File: src/rtl/multicycle_control_fsm.sv
// ---------------------------------------------------------------------------
// multicycle_control_fsm
//
// Main sequencer for the multicycle processor. It steps each instruction
// through fetch, decode, execute, memory and writeback, and drives the
// datapath mux selects. It also raises the unconditioned write requests
// (PCS, RegW, MemW, FlagW), which the condition logic later gates with CondEx.
// Instruction and data memory share a single port. Every access on that port
// waits for mem_ready.
//
// Ports
//   clk         in   system clock, rising edge
//   reset       in   asynchronous, active-low; forces FETCH
//   Op[1:0]     in   instr[27:26]
//   Funct[5:0]  in   instr[25:20] = {I, cmd[3:0], S/L}
//   Rd[3:0]     in   instr[15:12]
//   mem_ready   in   memory finished the current access this cycle
//   mem_req     out  memory access active (FETCH, MEMRD, MEMWR)
//   IRWrite     out  load instruction register
//   NextPC      out  write PC+4
//   AdrSrc      out  memory address: 0 = PC, 1 = ALU result
//   ALUSrcA     out  ALU A: 0 = register, 1 = PC
//   ALUSrcB     out  ALU B: 00 = register, 01 = immediate, 10 = constant 4
//   ResultSrc   out  result: 00 = ALUOut, 01 = read data, 10 = ALU result
//   ALUControl  out  00 add, 01 sub, 10 and, 11 orr
//   PCS         out  PC write request (branch, or register write to R15)
//   RegW        out  register write request
//   MemW        out  memory write request
//   FlagW[1:0]  out  flag write enables: [1] = NZ, [0] = CV
//   instr_done  out  pulse in the last state of each instruction
//   illegal     out  pulse in DECODE for Op = 11 or an unsupported cmd
// ---------------------------------------------------------------------------
//  state     | meaning
//  ----------+-----------------------------------------------------------
//  FETCH     | read the instruction at PC, compute PC+4; wait on mem_ready
//  DECODE    | read registers, compute PC+8; branch on Op/Funct
//  MEMADR    | compute the load/store address (base + immediate)
//  MEMRD     | read data memory; wait on mem_ready
//  MEMWB     | write loaded data into Rd
//  MEMWR     | write data memory; MemW is held for every wait cycle
//  EXECUTER  | data-processing ALU operation, register operand
//  EXECUTEI  | data-processing ALU operation, immediate operand
//  ALUWB     | write the ALU result into Rd (not for CMP or unsupported cmd)
//  BRANCH    | write the branch target into PC
// ---------------------------------------------------------------------------
module multicycle_control_fsm (
    input  logic       clk,
    input  logic       reset,
    input  logic [1:0] Op,
    input  logic [5:0] Funct,
    input  logic [3:0] Rd,
    input  logic       mem_ready,
    output logic       mem_req,
    output logic       IRWrite,
    output logic       NextPC,
    output logic       AdrSrc,
    output logic       ALUSrcA,
    output logic [1:0] ALUSrcB,
    output logic [1:0] ResultSrc,
    output logic [1:0] ALUControl,
    output logic       PCS,
    output logic       RegW,
    output logic       MemW,
    output logic [1:0] FlagW,
    output logic       instr_done,
    output logic       illegal
);

    typedef enum logic [3:0] {
        S_FETCH    = 4'd0,
        S_DECODE   = 4'd1,
        S_MEMADR   = 4'd2,
        S_MEMRD    = 4'd3,
        S_MEMWB    = 4'd4,
        S_MEMWR    = 4'd5,
        S_EXECUTER = 4'd6,
        S_EXECUTEI = 4'd7,
        S_ALUWB    = 4'd8,
        S_BRANCH   = 4'd9
    } state_t;

    state_t state;

    // ------------------------------------------------------------------
    // Data-processing instruction decode
    // ------------------------------------------------------------------
    logic [3:0] cmd;
    logic       s_bit;
    logic       is_add;
    logic       is_sub;
    logic       is_and;
    logic       is_orr;
    logic       is_cmp;
    logic       cmd_ok;
    logic       op_illegal;
    logic       rd_is_pc;

    assign cmd    = Funct[4:1];
    assign s_bit  = Funct[0];
    assign is_add = (cmd == 4'b0100);
    assign is_sub = (cmd == 4'b0010);
    assign is_and = (cmd == 4'b0000);
    assign is_orr = (cmd == 4'b1100);
    // CMP exists only to set flags. A CMP without S does nothing useful,
    // so it is treated as unsupported.
    assign is_cmp = (cmd == 4'b1010) && s_bit;
    assign cmd_ok = is_add | is_sub | is_and | is_orr | is_cmp;

    assign op_illegal = (Op == 2'b11);
    assign rd_is_pc   = (Rd == 4'b1111);

    // ------------------------------------------------------------------
    // State register
    // ------------------------------------------------------------------
    always_ff @(posedge clk or negedge reset) begin
        if (!reset) begin
            state <= S_FETCH;
        end else begin
            case (state)
                S_FETCH: begin
                    if (mem_ready) begin
                        state <= S_DECODE;
                    end
                end
                S_DECODE: begin
                    case (Op)
                        2'b00:   state <= Funct[5] ? S_EXECUTEI : S_EXECUTER;
                        2'b01:   state <= S_MEMADR;
                        2'b10:   state <= S_BRANCH;
                        default: state <= S_FETCH;
                    endcase
                end
                S_MEMADR: begin
                    state <= Funct[0] ? S_MEMRD : S_MEMWR;
                end
                S_MEMRD: begin
                    if (mem_ready) begin
                        state <= S_MEMWB;
                    end
                end
                S_MEMWR: begin
                    if (mem_ready) begin
                        state <= S_FETCH;
                    end
                end
                S_EXECUTER,
                S_EXECUTEI: state <= S_ALUWB;
                S_MEMWB,
                S_ALUWB,
                S_BRANCH:   state <= S_FETCH;
                default:    state <= S_FETCH;
            endcase
        end
    end

    // ------------------------------------------------------------------
    // Output decode
    // The outputs follow the state. The exceptions are the mem_ready gating
    // in the memory states, and the Op/Funct-dependent fields in DECODE,
    // EXECUTE and ALUWB. Because the outputs are combinational, an
    // asynchronous reset takes effect on them at once.
    // ------------------------------------------------------------------
    always_comb begin
        mem_req    = 1'b0;
        IRWrite    = 1'b0;
        NextPC     = 1'b0;
        AdrSrc     = 1'b0;
        ALUSrcA    = 1'b0;
        ALUSrcB    = 2'b00;
        ResultSrc  = 2'b00;
        ALUControl = 2'b00;
        RegW       = 1'b0;
        MemW       = 1'b0;
        FlagW      = 2'b00;
        instr_done = 1'b0;
        illegal    = 1'b0;

        case (state)
            S_FETCH: begin
                mem_req   = 1'b1;
                IRWrite   = mem_ready;
                NextPC    = mem_ready;
                ALUSrcA   = 1'b1;
                ALUSrcB   = 2'b10;
                ResultSrc = 2'b10;
            end
            S_DECODE: begin
                ALUSrcA   = 1'b1;
                ALUSrcB   = 2'b10;
                ResultSrc = 2'b10;
                // Op = 11 is retired here as a NOP.
                if (op_illegal) begin
                    illegal    = 1'b1;
                    instr_done = 1'b1;
                end else if (Op == 2'b00 && !cmd_ok) begin
                    illegal = 1'b1;
                end
            end
            S_MEMADR: begin
                ALUSrcB    = 2'b01;
                ALUControl = 2'b00;
            end
            S_MEMRD: begin
                mem_req = 1'b1;
                AdrSrc  = 1'b1;
            end
            S_MEMWB: begin
                ResultSrc  = 2'b01;
                RegW       = 1'b1;
                instr_done = 1'b1;
            end
            S_MEMWR: begin
                mem_req    = 1'b1;
                AdrSrc     = 1'b1;
                MemW       = 1'b1;
                instr_done = mem_ready;
            end
            S_EXECUTER,
            S_EXECUTEI: begin
                ALUSrcB = (state == S_EXECUTEI) ? 2'b01 : 2'b00;
                if (is_sub || is_cmp) begin
                    ALUControl = 2'b01;
                end else if (is_and) begin
                    ALUControl = 2'b10;
                end else if (is_orr) begin
                    ALUControl = 2'b11;
                end else begin
                    ALUControl = 2'b00;
                end
                FlagW[1] = s_bit;
                FlagW[0] = s_bit && (is_add || is_sub || is_cmp);
            end
            S_ALUWB: begin
                ResultSrc  = 2'b00;
                instr_done = 1'b1;
                RegW       = cmd_ok && !is_cmp;
            end
            S_BRANCH: begin
                ALUSrcB    = 2'b01;
                ResultSrc  = 2'b10;
                instr_done = 1'b1;
            end
            default: begin
                // Unused encodings leave every output at 0.
            end
        endcase
    end

    // A register write to R15 is a PC write.
    assign PCS = (state == S_BRANCH) || (RegW && rd_is_pc);

endmodule

File: config.mk
export PLATFORM = sky130hd
export DESIGN_NAME = multicycle_control_fsm
export DESIGN_NICKNAME = d
export VERILOG_FILES = /design/src/rtl/multicycle_control_fsm.sv
export SDC_FILE = /design/constraint.sdc
export NUM_CORES = 1
export LEC_CHECK = 0
export ABC_AREA = 1
export BUFFER_PORTS_ARGS = -buffer_cell sky130_fd_sc_hd__buf_2
export CORE_UTILIZATION = 40
export CTS_BUF_LIST = sky130_fd_sc_hd__clkbuf_4 sky130_fd_sc_hd__clkbuf_8
export DETAILED_ROUTE_END_ITERATION = 12
export PLACE_DENSITY = 0.84
export SYNTH_ARGS = -nofsm -noshare
export SYNTH_HDL_FRONTEND = slang
export SYNTH_SLANG_ARGS = --single-unit
File: constraint.sdc
create_clock -name clk -period 1.7 [get_ports clk]
set_clock_uncertainty 0.1 [all_clocks]
set_input_delay 0.255 -clock clk [delete_from_list [all_inputs] [get_ports clk]]
set_output_delay 0.255 -clock clk [all_outputs]
set_load 0.005 [all_outputs]
# Word-level counts from Yosys, hierarchy flattened
# Cells that the tools add are included.
dict set report totals {
  ff_bits 4
  input_bits 15
}
dict set report classes {
  n_eq_ne 20
  n_mux 26
  n_bitwise 4
  n_reduce_logical 22
}
# cell count
set ops {}
lappend ops {{$pmux 4 s6} 1}
lappend ops {{$eq 4x3->1 const B} 5}
lappend ops {{$eq 4x4->1 const B} 5}
lappend ops {{$eq 4x2->1 const B} 3}
lappend ops {{$mux 4} 3}
lappend ops {{$pmux 4 s3} 1}
lappend ops {{$mux 1} 11}
lappend ops {{$mux 2} 5}
lappend ops {{$reduce_or 3->1} 3}
lappend ops {{$logic_not 4->1} 2}
lappend ops {{$reduce_or 2->1} 4}
lappend ops {{$ne 2x2->1 const B} 3}
lappend ops {{$pmux 2 s3} 1}
lappend ops {{$logic_and 1x1->1} 5}
lappend ops {{$eq 2x2->1 const B} 2}
lappend ops {{$eq 4x1->1 const B} 1}
lappend ops {{$logic_or 1x1->1} 4}
lappend ops {{$or 1x1->1} 4}
lappend ops {{$pmux 2 s2} 1}
lappend ops {{$mux 3} 1}
lappend ops {{$pmux 1 s3} 1}
lappend ops {{$reduce_and 3->1} 1}
lappend ops {{$eq 2x1->1 const B} 1}
lappend ops {{$logic_not 1->1} 2}
lappend ops {{2 further kinds} 2}

# Logic depth before layout (Yosys ltp)
dict set report depth {
  word_depth 10
  mapped_depth 9
  mapped_depth_nobuf 9
}

# Worst setup path before layout
# No wires, ideal clock.
dict set report synth_path {
  path_type {reg-to-output}
  start {reg state[1]}
  end {out illegal}
  arrival_time_ns 0.983
  t_required_ns 1.345
  slack_ns 0.362
  path_stages_with_launch 7
  path_buffers 1
  cell_sequence {dfrtp_1 > buf_4 > inv_2 > nand2_2 > nor2_4 > nand3_2 > o21ai_1}
}
dict set report synth_between {
  elab_chain_len 2
}
# item line_no
set synth_lines {}
lappend synth_lines {{from (decl)} 82} ;# state_t state;
lappend synth_lines {{from (signal assigned)} 127} ;# 2'b00: state <= Funct[5] ? S_EXECUTEI : S_EXECUTER;
lappend synth_lines {{from (signal assigned)} 134} ;# state <= Funct[0] ? S_MEMRD : S_MEMWR;
lappend synth_lines {{$eq 4x1->1} 178} ;# case (state)
lappend synth_lines {{$mux 1} 178}
lappend synth_lines {{to (decl)} 66} ;# output logic illegal
# Every way passes these cells.

# Final worst setup path
dict set report layout_path {
  start {reg state[1]}
  end {out instr_done}
}
dict set report layout_between {
  elab_chain_len 3
  word_cells_on_any_way 7
  classes_between {5 x eq/ne; 1 x mux; 1 x reduce/logical}
}
# item line_no
set layout_lines {}
lappend layout_lines {{$eq 4x4->1 or $eq 4x3->1 (tied branches)} 178}
lappend layout_lines {{$reduce_or 3->1 (no source line)} --}
lappend layout_lines {{$pmux 1 s3 *} 178}
lappend layout_lines {{to (decl)} 65} ;# output logic instr_done,
# Mark *: on every way between the ends. The rest lies on a longest branch, timed or not.

==> impl_metrics.tcl <==
set metrics [dict create \
    status "finished, violations left" \
    violations "setup timing" \
    area_growth_pct 56.7 \
    path_cells "buf_4 > nor2_2 > nand2_1 > inv_1 > a21oi_2 > o211ai_1 > buf_2" \
    synth_xor_area_share_pct 0 \
    drive_above_1_share_pct 55.0 \
    hold_violations 0 \
    cap_violations 0 \
    min_delay_path_depth 3 \
    ios 33 \
    yosysSeqAreaShare_pct 19.0 \
    drc 0 \
    syn_inst 88 \
    synth.area.mux_share_pct 0 \
    n_fill_cell 86 \
    grt_max_degree 6 \
    final_net_count 146 \
    crit_fanout 4 \
    fin_crit_ns 1.73 \
    cp_data_required_time_ns 1.34 \
    holdCritPathClass "in2reg" \
    firstDrtPassIters 4 \
    cts_tree "yes" \
    top_regs "state (4)" \
    grt_remaining_overflow 0 \
    path_clk_slew_ns 0.03 \
    antenna_cells 0 \
    r2r-end "state[2]$_DFFE_PN0P_" \
    dieArea_um2 1460 \
    avgViaCountPerCell 5.22 \
    clk_latency_ns 0.24 \
    final.setup.worst_slack_ns -0.0317 \
    syn-cell-area_um2 526 \
    yosysWarnings 0 \
    regMostFlops "state" \
    leakagePower_nw 0.519 \
    synth-compound-area-share_pct 13.3 \
    largest_reg_flops 4 \
    final_core_util_pct 71.2 \
    fin_tns_setup_ns -0.0510 \
    first_global_vias 590 \
    wirelength_um 1790 \
    critical_path_class "reg2out" \
    fin_cells 143 \
    cp.arrival_ns 1.38 \
    antenna_found_initial 0 \
    die_width_um 38.2 \
    dp_cells 131 \
    dpl_cell_area_um2 681 \
    ir_drop_v 0.000624 \
    io_buffers 32 \
    rrSetupSlack_ns 0.36 \
    rr_startpoint "state[3]$_DFFE_PN0P_" \
    core_area_um2 1160 \
    synth_fa_ha_area_share_pct 0 \
    cts_buffers 3 \
    max_freq_mhz 577 \
    synthSimpleGateAreaFrac_pct 50.5 \
    holdPathEnd "state[3]$_DFFE_PN0P_" \
    ys_seq_elements 4 \
    critPathMaxStageDelay_ns 0.43 \
    initial_core_util_pct 45.5 \
    slew_headroom_pct 85.0 \
    min_from "Op[1]" \
    fp.dieH_um 38.2 \
    worst_slew_pin_slew_ns 0.222 \
    finalWeightedCongestion 0.847 \
    setup_viol_count_final 3 \
    synth_top_family_by_area "simple AND/OR/NAND/NOR gates" \
    initialDrtViolationCount 20 \
    rsz0062_at_grt "true" \
    critPathSlowestCell "dfrtp_2" \
    num_rows 12 \
    finalInstanceArea_um2 823 \
    syn-num-nets 103 \
    ff2ff_path_depth 8 \
    track_usage_pct 22.1 \
    grt_pass1_wl_um 2280 \
    vias 746 \
    clockRootBuffer "clkbuf_4" \
    slew_viol_final 0 \
    startpoint_type "flip-flop" \
    pwr_density_cell_nw_per_um2 1320 \
    cts.sinks 4 \
    total_power_mw 1.09 \
    htreeDepth 1 \
    fin_crit_sh_pct 102 \
    wire_per_inst_um 12.5 \
    synth.avg_cell_area_um2 5.97 \
    ant_nets 0 \
    clockBufferDepth 2 \
    dpl.hpwl_um 1170 \
    end_kind "output pin" \
    synth.distinct_cells 22 \
]
## area by class of cell
type	count	area (µm²)	area share, %
Multi-Input combinational cell	63	382	46.4
Timing Repair Buffer	41	230	28.0
Sequential cell	4	104	12.6
Inverter	18	67.6	8.21
Clock buffer	3	22.5	2.74
Tap cell	14	17.5	2.13
## power by group
part           switching (mW)  total (mW)  leakage, nW  internal, mW
Sequential             0.0640       0.201       0.0477         0.137
Clock                  0.0404       0.119       0.0138        0.0790
Combinational           0.429       0.770        0.458         0.342
Total                   0.533        1.09        0.519         0.558
## cells in the final DEF, fill, tap and decap left out
cell / count
o21ai_1: 1
inv_2: 6
nor2_2: 2
clkbuf_4: 3
nand3_1: 8
o22ai_1: 1
nor2_4: 3
inv_1: 12
nand4_1: 2
nand3_2: 4
a31o_4: 1
o211ai_1: 1
buf_2: 32
dfrtp_1: 1
dlygate4sd3_1: 1
a31oi_1: 1
o211ai_2: 1
nand2_4: 2
a21oi_2: 1
o21ai_0: 1
o221ai_1: 1
o21ai_2: 1
nor2_1: 5
nand2_1: 23
buf_4: 8
dfrtp_2: 3
nand2_2: 3
nor3_2: 1
## repair_timing
item                       CTS  global route
hold endpoints to repair     4             0
hold buffers                 1             0
pin swaps                    1             4
setup endpoints to repair    4             5
cloned                       0             0
setup buffers                3             5
gates resized for setup      4            13
## worst max-delay path, delay by kind of cell, from the launching register on
| kind | cells | cell delay [ns] |
|---|---|---|
| flops | 1 | 0.43 |
| simple gates | 2 | 0.18 |
| compound gates | 2 | 0.12 |
| buf+inv | 3 | 0.40 |
## logic make-up after synthesis
kind of cell / Yosys count
buf+inv: 21
compound gates: 10
flops: 4
simple gates: 53
## layer usage
layer / track usage [%] / vias to the layer above / part of all wire [%]
met1: 27.3 / 338 / 38
met2: 39.4 / 35 / 53
met5: 0 / - / 0
met3: 6.98 / 6 / 7.5
met4: 0 / 0 / 2.2
li1: - / 367 / -
## cells in the mapped netlist
library cell	n	share of area, %
nor2_1	6	4.3
inv_1	16	11
nand3_1	9	8.6
nand4_1	2	2.4
o21ai_1	2	1.9
nand2_2	4	4.8
o211ai_1	1	1.4
o21ai_0	1	0.95
a31oi_1	1	1.2
nand2_1	24	17
o221ai_1	1	1.7
nor3_1	1	0.95
inv_2	2	1.4
a31o_2	1	1.7
dfrtp_1	4	19
nor2_4	2	4.3
nor2_2	2	2.4
buf_4	3	4.3
o22ai_1	1	1.2
a21oi_1	1	0.95
nand3_2	3	5.7
o211ai_2	1	2.4
## stage by stage
stage	hold slack, ns	worst slack (ns)
floorplan	-0.141	0.362
global placement	-0.0373	0.137
detailed placement	-0.0345	0.105
CTS	0.199	-0.0112
global route	0.231	-0.110
finish	0.215	-0.0317
## worst max path at each step
stage                         startpoint    endpoint  cells after the start
floorplan           state[1]$_DFFE_PN0P_     illegal                      6
global placement    state[1]$_DFFE_PN0P_  instr_done                      8
detailed placement  state[1]$_DFFE_PN0P_  instr_done                      8
CTS                 state[2]$_DFFE_PN0P_    FlagW[0]                      7
global route        state[3]$_DFFE_PN0P_    FlagW[0]                      6
finish              state[1]$_DFFE_PN0P_  instr_done                      7
(Power assumes the default switching activity.)
